==> config.mk <==
export PLATFORM = sky130hd
export DESIGN_NAME = two_one_mux_arbiter
export DESIGN_NICKNAME = d
export VERILOG_FILES = /design/src/rtl/two_one_mux_arbiter_pkg.sv /design/src/rtl/two_one_mux.sv /design/src/rtl/two_one_mux_arbiter.sv
export SDC_FILE = /design/constraint.sdc
export NUM_CORES = 1
export LEC_CHECK = 0
export CORE_MARGIN = 2
export CORE_UTILIZATION = 48
export CTS_BUF_LIST = sky130_fd_sc_hd__clkbuf_8 sky130_fd_sc_hd__clkbuf_16
export CTS_CLUSTER_DIAMETER = 100
export DETAILED_ROUTE_END_ITERATION = 7
export PLACE_DENSITY_LB_ADDON = 0.1
export REMOVE_ABC_BUFFERS = 1
export SYNTH_ARGS = -nofsm -noshare
export SYNTH_HDL_FRONTEND = slang
export SYNTH_SLANG_ARGS = --single-unit
==> constraint.sdc <==
create_clock -name Clk -period 1.4 [get_ports Clk]
set_input_delay 0.28 -clock Clk [delete_from_list [all_inputs] [get_ports Clk]]
set_output_delay 0.28 -clock Clk [all_outputs]
set_load 0.01 [all_outputs]
==> src/rtl/two_one_mux_arbiter_pkg.sv <==
`default_nettype none
// +----------------------------------------------------------------------+
// | two_one_mux_arbiter_pkg                                              |
// | State encodings and requester IDs shared by the mux arbiter.         |
// | Revision: 1.0                                                        |
// +----------------------------------------------------------------------+
package two_one_mux_arbiter_pkg;

  typedef enum logic [1:0] {
    ST_IDLE    = 2'b00,
    ST_GRANT_A = 2'b01,
    ST_GRANT_B = 2'b10
  } state_t;

  localparam logic ID_A = 1'b0;
  localparam logic ID_B = 1'b1;

endpackage
`default_nettype wire

==> src/rtl/two_one_mux.sv <==
`default_nettype none
// +----------------------------------------------------------------------+
// | two_one_mux                                                          |
// | Behavioral 1-bit 2:1 data select (S = 0 picks A, S = 1 picks B).     |
// | Revision: 1.0                                                        |
// +----------------------------------------------------------------------+
module two_one_mux (
  input  logic A,
  input  logic B,
  input  logic S,
  output logic Y
);

  assign Y = S ? B : A;

endmodule
`default_nettype wire

==> src/rtl/two_one_mux_arbiter.sv <==
`default_nettype none
// +----------------------------------------------------------------------+
// | two_one_mux_arbiter                                                  |
// | Round-robin arbiter with hold limit driving a shared 1-bit 2:1 mux.  |
// | Revision: 1.0                                                        |
// +----------------------------------------------------------------------+
module two_one_mux_arbiter #(
  parameter int MAX_HOLD = 4,
  parameter int CNT_W    = 8
) (
  input  logic Clk,
  input  logic Rst,
  input  logic ReqA,
  input  logic ReqB,
  input  logic A,
  input  logic B,
  output logic GntA,
  output logic GntB,
  output logic S,
  output logic Y,
  output logic Valid
);

  import two_one_mux_arbiter_pkg::*;

  localparam logic [CNT_W-1:0] c_hold_max = CNT_W'(MAX_HOLD - 1);

  state_t           r_state;
  state_t           w_state_nxt;
  logic [CNT_W-1:0] r_cnt;
  logic [CNT_W-1:0] w_cnt_nxt;
  logic             r_last;
  logic             w_last_nxt;
  logic             r_y;
  logic             r_valid;
  logic             w_mux_y;
  logic             w_xfer;

  always_comb begin
    w_state_nxt = ST_IDLE;
    w_cnt_nxt   = r_cnt;
    w_last_nxt  = r_last;

    case (r_state)
      ST_IDLE: begin
        if (ReqA && ReqB)
          w_state_nxt = (r_last == ID_A) ? ST_GRANT_B : ST_GRANT_A;
        else if (ReqA)
          w_state_nxt = ST_GRANT_A;
        else if (ReqB)
          w_state_nxt = ST_GRANT_B;
        else
          w_state_nxt = ST_IDLE;
      end
      ST_GRANT_A: begin
        if (!ReqA)
          w_state_nxt = ReqB ? ST_GRANT_B : ST_IDLE;
        else if (ReqB && (r_cnt == c_hold_max))
          w_state_nxt = ST_GRANT_B;
        else
          w_state_nxt = ST_GRANT_A;
      end
      ST_GRANT_B: begin
        if (!ReqB)
          w_state_nxt = ReqA ? ST_GRANT_A : ST_IDLE;
        else if (ReqA && (r_cnt == c_hold_max))
          w_state_nxt = ST_GRANT_A;
        else
          w_state_nxt = ST_GRANT_B;
      end
      default: w_state_nxt = ST_IDLE;
    endcase

    // Entering a grant restarts the hold window; staying extends it.
    if ((w_state_nxt != r_state) && (w_state_nxt != ST_IDLE)) begin
      w_cnt_nxt  = '0;
      w_last_nxt = (w_state_nxt == ST_GRANT_B) ? ID_B : ID_A;
    end else if ((w_state_nxt != ST_IDLE) && (r_cnt != c_hold_max)) begin
      w_cnt_nxt = r_cnt + CNT_W'(1);
    end
  end

  assign GntA   = (r_state == ST_GRANT_A);
  assign GntB   = (r_state == ST_GRANT_B);
  assign S      = GntB;
  assign w_xfer = (GntA & ReqA) | (GntB & ReqB);
  assign Y      = r_y;
  assign Valid  = r_valid;

  two_one_mux u_mux (
    .A (A),
    .B (B),
    .S (S),
    .Y (w_mux_y)
  );

  always_ff @(posedge Clk or posedge Rst) begin
    if (Rst) begin
      r_state <= ST_IDLE;
      r_cnt   <= '0;
      r_last  <= ID_B;
      r_y     <= 1'b0;
      r_valid <= 1'b0;
    end else begin
      r_state <= w_state_nxt;
      r_cnt   <= w_cnt_nxt;
      r_last  <= w_last_nxt;
      r_valid <= w_xfer;
      if (w_xfer)
        r_y <= w_mux_y;
    end
  end

endmodule
`default_nettype wire

==> results of run 1 <==
[repair_timing]
item,4_1_cts,5_1_grt
endpoints found under the setup margin,15,15
buffers inserted,5,1
pin swaps,9,6
endpoints found under the hold margin,0,0
gates resized for setup,19,13
[flip-flops by register name, summed over array words and instances, names as in the netlist]
signal and cells:
Y 1, r_cnt 8, Valid 1, r_last 1
r_state 2
[cell usage after synthesis (2+ instances only)]
cell type,instances
sky130_fd_sc_hd__a21oi_1,10
sky130_fd_sc_hd__and2_1,2
sky130_fd_sc_hd__and3_2,2
sky130_fd_sc_hd__buf_4,2
sky130_fd_sc_hd__dfrtp_1,12
sky130_fd_sc_hd__inv_1,2
sky130_fd_sc_hd__mux2i_1,2
sky130_fd_sc_hd__nand2_1,4
sky130_fd_sc_hd__nand3_1,2
sky130_fd_sc_hd__nand4_1,5
sky130_fd_sc_hd__nor2_1,5
sky130_fd_sc_hd__nor2b_1,2
sky130_fd_sc_hd__nor3_1,2
sky130_fd_sc_hd__o21ai_2,3
sky130_fd_sc_hd__xor2_1,5
[per-layer routing]
layer	track usage (%)	part of all wire, %	routed length (um)	vias up
met5	0	0	0	-
met4	10.3	1.9	42	0
met3	2.38	3.4	75	5
met2	38.6	51	1120	18
met1	30.3	44	970	397
li1	-	-	-	392
[metrics by stage]
stage | setup slack, ns | hold slack, ns
final | -0.202 | 0.336
after global routing | -0.250 | 0.392
after CTS | -0.199 | 0.348
after detailed placement | -0.275 | 0.521
after global placement | -0.255 | 0.506
after floorplan | -0.177 | 0.156
[final cells by class]
class	count	area, sq um	share of cell area (%)
timing repair buffer	40	332	26.0
clock buffer	3	41.3	3.24
sequential	13	327	25.6
tap	17	21.3	1.67
inverter	2	7.51	0.588
clock inverter	1	3.75	0.294
multi-input combinational	65	544	42.6
[path summary, 6_finish.rpt]
| check | startpoint | end | depth (start not counted) |
|---|---|---|---|
| hold / removal | Rst | r_cnt[0]$_DFFE_PP0P_ | 3 |
| setup reg to reg | r_cnt[1]$_DFFE_PP0P_ | r_cnt[0]$_DFFE_PP0P_ | 6 |
| max in group asynchronous | Rst | r_last$_DFFE_PP1P_ | 3 |
| setup / recovery | r_cnt[1]$_DFFE_PP0P_ | r_cnt[0]$_DFFE_PP0P_ | 6 |
| hold reg to reg | Y$_DFFE_PP0P_ | Y$_DFFE_PP0P_ | 2 |
| min in group Clk | ReqB | r_state[0]$_DFF_PP0_ | 3 |
[worst register-to-register path, stage by stage (launching register included)]
cell                      delay [ns]
sky130_fd_sc_hd__dfrtp_1        0.35
sky130_fd_sc_hd__ha_2           0.19
sky130_fd_sc_hd__or4b_4         0.50
sky130_fd_sc_hd__buf_4          0.16
sky130_fd_sc_hd__nor3_2         0.11
sky130_fd_sc_hd__o21ai_1        0.07
sky130_fd_sc_hd__a31oi_1        0.13
[logic make-up (layout without fill, tap and decap cells)]
family | after synthesis | count (layout)
AOI/OAI and AO/OA | 25 | 25
xor gates and xnor gates | 5 | 5
adders and majority gates | 1 | 1
buffers and inverters | 6 | 46
DFF | 13 | 13
muxes | 2 | 2
and+or+nand+nor | 32 | 32
[power by group through the flow]
stage | sequential, uW | clock (uW) | combinational [uW]
6_report | 539 | 333 | 868
5_1_grt | 548 | 348 | 938
4_1_cts | 539 | 337 | 818
3_5_place_dp | 539 | 0 | 735
3_3_place_gp | 535 | 0 | 718
2_1_floorplan | 567 | 0 | 344
==> metrics.md, run 1 <==
| Metric | Value |
|---|---|
| Status | finished with violations |
| Violations in the final reports | negative setup slack |
| Simple logic cell fraction of the synthesized area | about a quarter |
| Pins over their slew limit | 0 |
| Number of maximum-capacitance constraint violations | 0 |
| Number of register bits inferred by synthesis | 13 |
| Global-route congestion overflow total | 0 |
| Floorplan die width | about 46 um |
| Vertical die dimension | between 40 and 50 um |
| Unrepaired setup endpoints after global routing | yes |
| Cell area reported after detailed placement | 1110 sq um |
| Number of cells produced by synthesis | 84 |
| Setup-violating endpoint count in the final report | 10 |
| Cell chosen for the clock root | sky130_fd_sc_hd__clkbuf_8 |
| Hold Crit Class | input pin to asynchronous set/reset pin |
| Worst setup EP type | register |
| Most common cell after layout, fill and taps aside | sky130_fd_sc_hd__buf_4 |
| Crit-path slowest cell | sky130_fd_sc_hd__or4b_4 |
| Buffers added on ports | 10 |
| Yosys warning total | 0 |
| Compound-Gate Fraction of Synth Area | between 20% and 30% |
| Stage delay of the slowest cell on the critical path | about 0.5 ns |
| Avg Cell Area, Syn | just over 10 sq um |
| Sw Ratio | 35.6% |
| Ratio of cells with drive above 1 in the final layout | between 40 and 50% |
| Leakage power | just over 0.0006 uW |
| Setup tns final | -1.26 ns |
| Average via count per standard cell | 5.76 |
| Number of enable flip-flop cells after synthesis | 0 |
| Vias post-DR | 812 |
| Total placed cells including tap cells | about 130 |
| Routed wire length per instance | between 15 and 20 um |
| Final Instance Area | ~1300 sq um |
| Detailed placer's ending HPWL | around 1500 um |
| Largest family of logic cells by synthesized area | simple AND/OR/NAND/NOR gates |
| Initial cell density of the core | between 50% and 60% |
| Row Count | 15 |
| Core Util, Final | ~76% |
| Post-synth top area cell | sky130_fd_sc_hd__dfrtp_1 |
| Headroom to the max-slew limit | a little under 80% |
| Maximum VDD drop | 0.940 mV |
| Crit-path cells | ha_2 > or4b_4 > buf_4 > nor3_2 > o21ai_1 > a31oi_1 |
| Clock power share | roughly a fifth |
| Cell area after technology mapping | around 850 sq um |
| Synth Area in XOR/XNOR | 5.16% |
| CTS Buf Count | 3 |
| P_sw | between 600 and 700 uW |
| Pin count of the biggest net entering global routing | 14 |
| Pin slew with the least headroom to its limit | roughly 0.32 ns |
| Time the worst path needs with I/O delays and setup | between 1.5 and 2 ns |
| Area share of the leading cell type in the synthesized netlist | between 30% and 40% |
| Worst Path Max Fanout | 3 |
| Arrival time of data at the critical path endpoint | approximately 1.8 ns |
| Total track usage | between 20% and 30% |
| Top_reg_cell synth | sky130_fd_sc_hd__dfrtp_1 |
| TritonCTS sink count | 13 |
| Type of the worst setup path | register to register |
| Power per standard cell area | between 1000 and 1500 nW/um^2 |
| Fin nets | 132 |
| Total wirelength of the detailed-routed design | ~2200 um |
| Fill cell total of the finished layout | 120 |
| Mux contribution to synthesized area | 2.36% |
| Layout Skew | 0.00207 ns |
| Number of nets with antenna violations after routing | 0 |
| Number of diodes added for antenna fixing | 0 |
| Maximum clock frequency | around 0.62 GHz |
| Total power of the final layout | 1740 uW |
| Synthesis-to-finish area growth | 50.4% |
| Die outline area | 2120 sq um |
| Commonest cells after routing, fill and taps aside | 27 x sky130_fd_sc_hd__buf_4, 12 x sky130_fd_sc_hd__dfrtp_1, 7 x sky130_fd_sc_hd__a21oi_2 |
| CTS tree | built |
| Kind of start point of the critical path | register |
| Flop-to-flop setup slack | -0.20 ns |
| Pre-antenna DRT Iters | 7 |
| Worst Slack Setup Final | -0.202 ns |
| Post-route DRC | 0 |
| Final standard cell count with taps included and fillers excluded | between 100 and 150 |
| Cell types with the largest area share after synthesis | sky130_fd_sc_hd__dfrtp_1 35%, sky130_fd_sc_hd__a21oi_1 5.9%, sky130_fd_sc_hd__xor2_1 5.2% |
| Worst skew pair latency | approximately 0.25 ns |
| Detailed Route Iter0 Violations | 24 |
| Global-route wire length before repair | ~3500 um |
| Worst path top cell family by delay | simple AND/OR/NAND/NOR gates |
| Hold_buf cts | 0 |
| CP Data Required Time | 1.57 ns |
| Area share of fa/ha/maj cells after synthesis | under 10% |
| Relative contribution of sequential cells to total power | between 30% and 40% |
| H-tree levels | 1 |
| Clock slew at the register clock pins of the worst setup and hold paths | around 0.06 ns |
| Fin crit share | 114% |
| Vias in the first global route | ~850 |
| Ports | 11 |
| Routability-driven placement congestion ratio | about 0.82 |
| Proportion of synthesized chip area in sequential cells | between 30% and 40% |
| Proportion of register bits with asynchronous set or reset after synthesis | between 90% and 100% |
| Internal Power | about 1100 uW |
| Final Hold Violating Endpoints | 0 |
| Core area | 1690 sq um |
| Gate power share | between 40 and 50% |
| Buffers and inverters on the worst path | 1 |
| Count of distinct cell types in the synthesized netlist | 39 |
| Antenna violations before repair | 0 |
| Longest Clk Path Bufs | 2 |
No activity file was read; power rests on OpenSTA's default activity.
==> run 2, diff against run 1 <==
CORE_UTILIZATION = 50   (was 48)
CTS_BUF_LIST = sky130_fd_sc_hd__clkbuf_8   (was sky130_fd_sc_hd__clkbuf_8 sky130_fd_sc_hd__clkbuf_16)
==> run 2 against run 1 <==
Against the previous run: the flow still finishes with violations (negative setup slack); critical path depth did not move; sequential cell count did not move; non-clock buffer count fell by 1; clock power rose by 5%; fmax fell by 2.2%; global-route usage rose by 1.4 points; highest routed layer unchanged; wire length rose by 17%; largest power group unchanged.
==> metrics.md, run 2 (synthesized netlist as in run 1, its figures left out) <==
| Metric | Value |
|---|---|
| Worst setup EP type | register |
| Ratio of cells with drive above 1 in the final layout | 48.8% (+0.39 points) |
| Cell area reported after detailed placement | 1120 sq um (+0.56%) |
| Pins over their slew limit | 0 (unchanged) |
| CTS Buf Count | 3 (unchanged) |
| Worst path top cell family by delay | simple AND/OR/NAND/NOR gates |
| Commonest cells after routing, fill and taps aside | 25 x sky130_fd_sc_hd__buf_4, 11 x sky130_fd_sc_hd__dfrtp_1, 7 x sky130_fd_sc_hd__a21oi_2 |
| Sw Ratio | 37.0% (+1.5 points) |
| Most common cell after layout, fill and taps aside | sky130_fd_sc_hd__buf_4 |
| Average via count per standard cell | 6.19 (+7.4%) |
| TritonCTS sink count | 13 (unchanged) |
| Buffers added on ports | 10 (unchanged) |
| Synthesis-to-finish area growth | 50.6% (about the same) |
| Clock slew at the register clock pins of the worst setup and hold paths | 0.06 ns (about the same) |
| Vias post-DR | 860 (+5.9%) |
| Vertical die dimension | 45.2 um (-1.8%) |
| Headroom to the max-slew limit | 68.4% (-10 points) |
| Worst setup slack before clock tree synthesis | -0.262 ns (+0.0125 ns) |
| Number of maximum-capacitance constraint violations | 0 (unchanged) |
| Antenna violations before repair | 0 (unchanged) |
| Clock power share | 19.7% (+0.5 points) |
| Status | finished with violations |
| Gate power share | 49.2% (-0.7 points) |
| Ports | 11 (unchanged) |
| Maximum clock frequency | 0.611 GHz (-2.2%) |
| Fin nets | 131 (-0.76%) |
| CP Data Required Time | 1.54 ns (-0.03 ns) |
| Detailed placer's ending HPWL | 1480 um (-3.1%) |
| Global-route wire length before repair | 3550 um (+1.2%) |
| Core area | 1540 sq um (-8.7%) |
| Register with the most flip-flops | r_cnt |
| Worst Path Max Fanout | 5 (+2) |
| Global-route congestion overflow total | 0 (unchanged) |
| Kind of start point of the critical path | register |
| Relative contribution of sequential cells to total power | 31.1% (about the same) |
| Stage delay of the slowest cell on the critical path | 0.47 ns (-0.03 ns) |
| Power per standard cell area | 1400 nW/um^2 (+2.4%) |
| Worst skew pair latency | 0.25 ns (about the same) |
| Crit-path slowest cell | sky130_fd_sc_hd__nor4b_4 |
| Start point of the critical path | r_cnt[3]$_DFFE_PP0P_ |
| Routed wire length per instance | 18.5 um (+18%) |
| Vias in the first global route | 751 (-12%) |
| Hold Crit Class | input pin to asynchronous set/reset pin |
| H-tree levels | 1 (unchanged) |
| Reg2Reg Launch Point | r_cnt[3]$_DFFE_PP0P_ |
| CTS tree | built |
| Setup-violating endpoint count in the final report | 11 (+1) |
| Number of nets with antenna violations after routing | 0 (unchanged) |
| Internal Power | 1120 uW (+0.15%) |
| Hold_buf cts | 0 (unchanged) |
| Maximum VDD drop | 0.988 mV (+5.1%) |
| Largest register FFs | 8 (unchanged) |
| Total wirelength of the detailed-routed design | 2580 um (+17%) |
| Initial cell density of the core | 55.0% (+4.8 points) |
| Final Instance Area | 1280 sq um (about the same) |
| Fill cell total of the finished layout | 94 (-22%) |
| Worst Slack Setup Final | -0.238 ns (-0.0359 ns) |
| Arrival time of data at the critical path endpoint | 1.77 ns (about the same) |
| Layout Skew | 0.00438 ns (+0.00231 ns) |
| P_sw | 660 uW (+6.7%) |
| Time the worst path needs with I/O delays and setup | 1.64 ns (+0.0359 ns) |
| Post-route DRC | 0 (unchanged) |
| Core Util, Final | 82.9% (+7.3 points) |
| Routability-driven placement congestion ratio | 0.813 (-0.94%) |
| Total track usage | 24.7% (+1.4 points) |
| Cell chosen for the clock root | sky130_fd_sc_hd__clkbuf_8 |
| Pin count of the biggest net entering global routing | 14 (unchanged) |
| Fin crit share | 117% (+2.6 points) |
| Violations in the final reports | negative setup slack |
| Crit-path cells | nor4b_4 > nand2_2 > buf_6 > buf_4 > a21oi_2 > a31oi_1 |
| Unrepaired setup endpoints after global routing | yes |
| Detailed Route Iter0 Violations | 31 (+29%) |
| Buffers and inverters on the worst path | 2 (+1) |
| Leakage power | 0.000590 uW (-5.2%) |
| Die outline area | 2040 sq um (-3.7%) |
| Top Registers | r_cnt x8, r_state x2 |
| Pin slew with the least headroom to its limit | 0.472 ns (+0.153 ns) |
| Floorplan die width | 45.2 um (-1.8%) |
| Longest Clk Path Bufs | 2 (unchanged) |
| Pre-antenna DRT Iters | 4 (-3) |
| Number of diodes added for antenna fixing | 0 (unchanged) |
| Type of the worst setup path | register to register |
| Row Count | 14 (-1) |
| Final Hold Violating Endpoints | 0 (unchanged) |
[run 2: cell type report]
type | count | area (sq um) | area share [%]
timing repair buffer | 39 | 323 | 25.3
inverter | 2 | 7.51 | 0.588
tap | 16 | 20.0 | 1.57
sequential | 13 | 328 | 25.7
multi-input combinational | 65 | 554 | 43.4
clock buffer | 3 | 41.3 | 3.23
clock inverter | 1 | 3.75 | 0.294
[run 2: tightest hold or removal path: cells and delay by family]
kind / cells / cell delay (ns)
buf+inv: 3 / 0.65
[run 2: final timing paths]
path	to	slack (ns)	cells past startpoint
max	r_cnt[0]$_DFFE_PP0P_	-0.24	6
min	Valid$_DFF_PP0_	0.32	3
max reg2reg	r_cnt[0]$_DFFE_PP0P_	-0.24	6
min reg2reg	Y$_DFFE_PP0P_	0.53	2
max in group asynchronous	r_last$_DFFE_PP1P_	0.85	3
min in group Clk	Y$_DFFE_PP0P_	0.53	2
[run 2: through the flow]
step	TNS [ns]	power (uW)	hold slack [ns]	std cells
after global routing	-2.99	1880	0.365	139
after detailed placement	-2.41	1260	0.517	131
after CTS	-1.27	1640	0.331	137
after global placement	-2.07	1240	0.510	131
after floorplan	-0.948	911	0.156	80
final	-2.07	1780	0.320	139
[run 2: what timing repair did]
action / in CTS / in global routing
gates cloned: 0 / 0
pin swaps: 8 / 7
setup buffers: 2 / 2
setup endpoints to repair: 14 / 15
gates resized for setup: 14 / 18
[run 2: power by group through the flow]
stage               Sequential, uW  Clock, uW  Combinational [uW]
floorplan                      567          0                 344
detailed placement             542          0                 717
global route                   562        362                 954
global placement               540          0                 699
finish                         554        351                 878
CTS                            536        347                 756
[run 2: routing by layer]
layer  up-vias  track usage [%]  routed length, um
met5         -                0                  0
met4         0             10.6                 82
met3        10             3.60                187
met2        41             39.1               1320
met1       415             33.5                986
li1        394                -                  -
==> run 3, diff against run 2 <==
CELL_PAD_IN_SITES_DETAIL_PLACEMENT = 1   (was default)
CELL_PAD_IN_SITES_GLOBAL_PLACEMENT = 1   (was default)
CORE_UTILIZATION = 39   (was 50)
SKIP_LAST_GASP = 1   (was default)
TNS_END_PERCENT = 30   (was default)
==> run 3 against run 2 <==
Against the previous run: the flow still finishes with violations (negative setup slack); sequential cell count unchanged; global-route usage increased by 2.3 points; sequential share of layout area decreased by 0.99 points; largest power group unchanged.
==> metrics.md, run 3 (synthesized netlist as in run 1, its figures left out) <==
| Metric | Value |
|---|---|
| Crit path capture | r_cnt[7]$_DFFE_PP0P_ |
| Kind of start point of the critical path | register |
| Setup tns final | -2.74 ns (-0.671 ns) |
| Violations in the final reports | negative setup slack |
| Total power of the final layout | 1860 uW (+4.5%) |
| H-tree levels | 1 (unchanged) |
| Routability-driven placement congestion ratio | 0.846 (+4.1%) |
| Ratio of cells with drive above 1 in the final layout | 46.6% (-2.2 points) |
| Worst skew pair latency | 0.25 ns (about the same) |
| Layout Skew | 0.00537 ns (+0.000991 ns) |
| Maximum VDD drop | 1.09 mV (+9.8%) |
| Maximum clock frequency | 0.602 GHz (-1.4%) |
| Total track usage | 27.0% (+2.3 points) |
| Critical register-to-register path endpoint | r_cnt[7]$_DFFE_PP0P_ |
| Fill cell total of the finished layout | 227 (+140%) |
| Sw Ratio | 37.0% (about the same) |
| Fin nets | 139 (+6.1%) |
| Buffers added on ports | 10 (unchanged) |
| Hold_ws | 0.337 ns (+0.0164 ns) |
| Routed wire length per instance | 20.0 um (+7.8%) |
| Pin count of the biggest net entering global routing | 14 (unchanged) |
| Time the worst path needs with I/O delays and setup | 1.66 ns (+0.0227 ns) |
| Vias in the first global route | 929 (+24%) |
| Vertical die dimension | 50.6 um (+12%) |
| Hold_buf cts | 0 (unchanged) |
| Die outline area | 2560 sq um (+26%) |
| Worst Slack Setup Final | -0.261 ns (-0.0227 ns) |
| Core area | 2000 sq um (+30%) |
| Number of diodes added for antenna fixing | 0 (unchanged) |
| Ports | 11 (unchanged) |
| Number of maximum-capacitance constraint violations | 0 (unchanged) |
| Hold Crit Class | input pin to asynchronous set/reset pin |
| Type of the worst setup path | register to register |
| Worst-case reg-to-reg path depth | 6 (unchanged) |
| Antenna violations before repair | 0 (unchanged) |
| CTS Buf Count | 3 (unchanged) |
| Row Count | 16 (+2) |
| Status | finished with violations |
| Register with the most flip-flops | r_cnt |
| Initial cell density of the core | 42.4% (-13 points) |
| Average via count per standard cell | 5.68 (-8.2%) |
| Final Instance Area | 1320 sq um (+3.6%) |
| Fin crit share | 119% (+1.6 points) |
| Reg2Reg Launch Point | r_cnt[0]$_DFFE_PP0P_ |
| Clock slew at the register clock pins of the worst setup and hold paths | 0.06 ns (about the same) |
| Unrepaired setup endpoints after global routing | yes |
| Pins over their slew limit | 0 (unchanged) |
| Gate power share | 52.2% (+3.0 points) |
| Clock power share | 18.5% (-1.2 points) |
| Headroom to the max-slew limit | 75.6% (+7.3 points) |
| Commonest cells after routing, fill and taps aside | 37 x sky130_fd_sc_hd__buf_4, 12 x sky130_fd_sc_hd__dfrtp_1, 7 x sky130_fd_sc_hd__a21oi_1, 7 x sky130_fd_sc_hd__clkdlybuf4s50_1 |
| Pre-antenna DRT Iters | 4 (unchanged) |
| Number of nets with antenna violations after routing | 0 (unchanged) |
| Final Hold Violating Endpoints | 0 (unchanged) |
| Largest register FFs | 8 (unchanged) |
| Top Registers | r_cnt x8, r_state x2 |
| Cell area reported after detailed placement | 1140 sq um (+1.9%) |
| Flop-to-flop setup slack | -0.26 ns (-0.02 ns) |
| Leakage power | 0.000628 uW (+6.5%) |
| Floorplan die width | 50.6 um (+12%) |
| Post-route DRC | 0 (unchanged) |
| Worst setup EP type | register |
| Pin slew with the least headroom to its limit | 0.364 ns (-0.108 ns) |
| Power per standard cell area | 1410 nW/um^2 (+0.87%) |
| Detailed placer's ending HPWL | 1890 um (+28%) |
| Internal Power | 1170 uW (+4.6%) |
| Relative contribution of sequential cells to total power | 29.3% (-1.8 points) |
| Worst Path Max Fanout | 4 (-1) |
| Longest Clk Path Bufs | 2 (unchanged) |
| CP Data Required Time | 1.54 ns (about the same) |
| Total wirelength of the detailed-routed design | 3160 um (+23%) |
| TritonCTS sink count | 13 (unchanged) |
| Setup-violating endpoint count in the final report | 15 (+4) |
| Vias post-DR | 897 (+4.3%) |
| CTS tree | built |
| Most common cell after layout, fill and taps aside | sky130_fd_sc_hd__buf_4 |
| Global-route wire length before repair | 5080 um (+43%) |
| P_sw | 690 uW (+4.4%) |
| Synthesis-to-finish area growth | 56.0% |
| Global-route congestion overflow total | 0 (unchanged) |
| Detailed Route Iter0 Violations | 28 (-9.7%) |
| Cell chosen for the clock root | sky130_fd_sc_hd__clkbuf_8 |
| Arrival time of data at the critical path endpoint | 1.80 ns (+0.03 ns) |
| Start point of the critical path | r_cnt[0]$_DFFE_PP0P_ |
## run 3: changes by cell type in the layout (fill, tap and decap cells not counted), moves of 2 or more
cell                              before  now
sky130_fd_sc_hd__buf_4                25   37
sky130_fd_sc_hd__buf_6                 4    0
sky130_fd_sc_hd__and3_2                0    2
sky130_fd_sc_hd__a21oi_2               7    4
sky130_fd_sc_hd__and3_4                2    0
sky130_fd_sc_hd__clkbuf_2              2    0
sky130_fd_sc_hd__clkdlybuf4s50_1       5    7
sky130_fd_sc_hd__a21oi_1               4    7
## run 3: layout make-up
cell class / instances / area [sq um] / share of cell area [%]
Timing Repair Buffer: 47 / 374 / 28.3
Multi-Input combinational cell: 65 / 537 / 40.5
Tap cell: 27 / 33.8 / 2.55
Inverter: 2 / 7.51 / 0.567
Clock inverter: 1 / 3.75 / 0.284
Clock buffer: 3 / 41.3 / 3.12
Sequential cell: 13 / 327 / 24.7
## run 3: power by group through the flow
stage                     Sequential (uW)  Clock [uW]  Combinational, uW
after detailed placement              552           0                756
after CTS                             541         348                874
after global placement                543           0                728
final                                 547         344                973
after global routing                  553         373               1040
after floorplan                       567           0                344
## run 3: worst min path at each step
stage	endpoint	start	cells after the start	slack [ns]
floorplan	Valid$_DFF_PP0_	Rst	1	0.16
global placement	Y$_DFFE_PP0P_	Y$_DFFE_PP0P_	2	0.51
detailed placement	r_last$_DFFE_PP1P_	r_last$_DFFE_PP1P_	2	0.55
CTS	r_cnt[7]$_DFFE_PP0P_	Rst	3	0.36
global route	r_cnt[5]$_DFFE_PP0P_	Rst	3	0.35
finish	r_cnt[7]$_DFFE_PP0P_	Rst	3	0.34
## run 3: repair_timing
action,4_1_cts,5_1_grt
pin swaps,5,7
setup endpoints to repair,14,17
resized for setup,11,6
buffers inserted,11,2
## run 3: metal layers
metal / global-route usage, % / routed length (um)
met2: 43.4 / 1500
met5: 0 / 0
met4: 4.05 / 34
met3: 7.14 / 125
met1: 37.2 / 1500
## run 3: worst max-delay path, cell delays in order (launching register included)
cell and delay, ns:
sky130_fd_sc_hd__dfrtp_1 0.37, sky130_fd_sc_hd__ha_2 0.21, sky130_fd_sc_hd__nor4b_4 0.34, sky130_fd_sc_hd__a21boi_1 0.16, sky130_fd_sc_hd__o21ai_2 0.18, sky130_fd_sc_hd__buf_4 0.14
sky130_fd_sc_hd__o2bb2a_4 0.16
## run 3: per-stage QoR
step | util [%] | setup slack, ns | cells
final | 66.1 | -0.261 | 158
after global routing | 66.1 | -0.305 | 158
after CTS | 63.9 | -0.249 | 156
after detailed placement | 56.8 | -0.368 | 143
after global placement | 56.8 | -0.319 | 143
after floorplan | - | -0.177 | 80
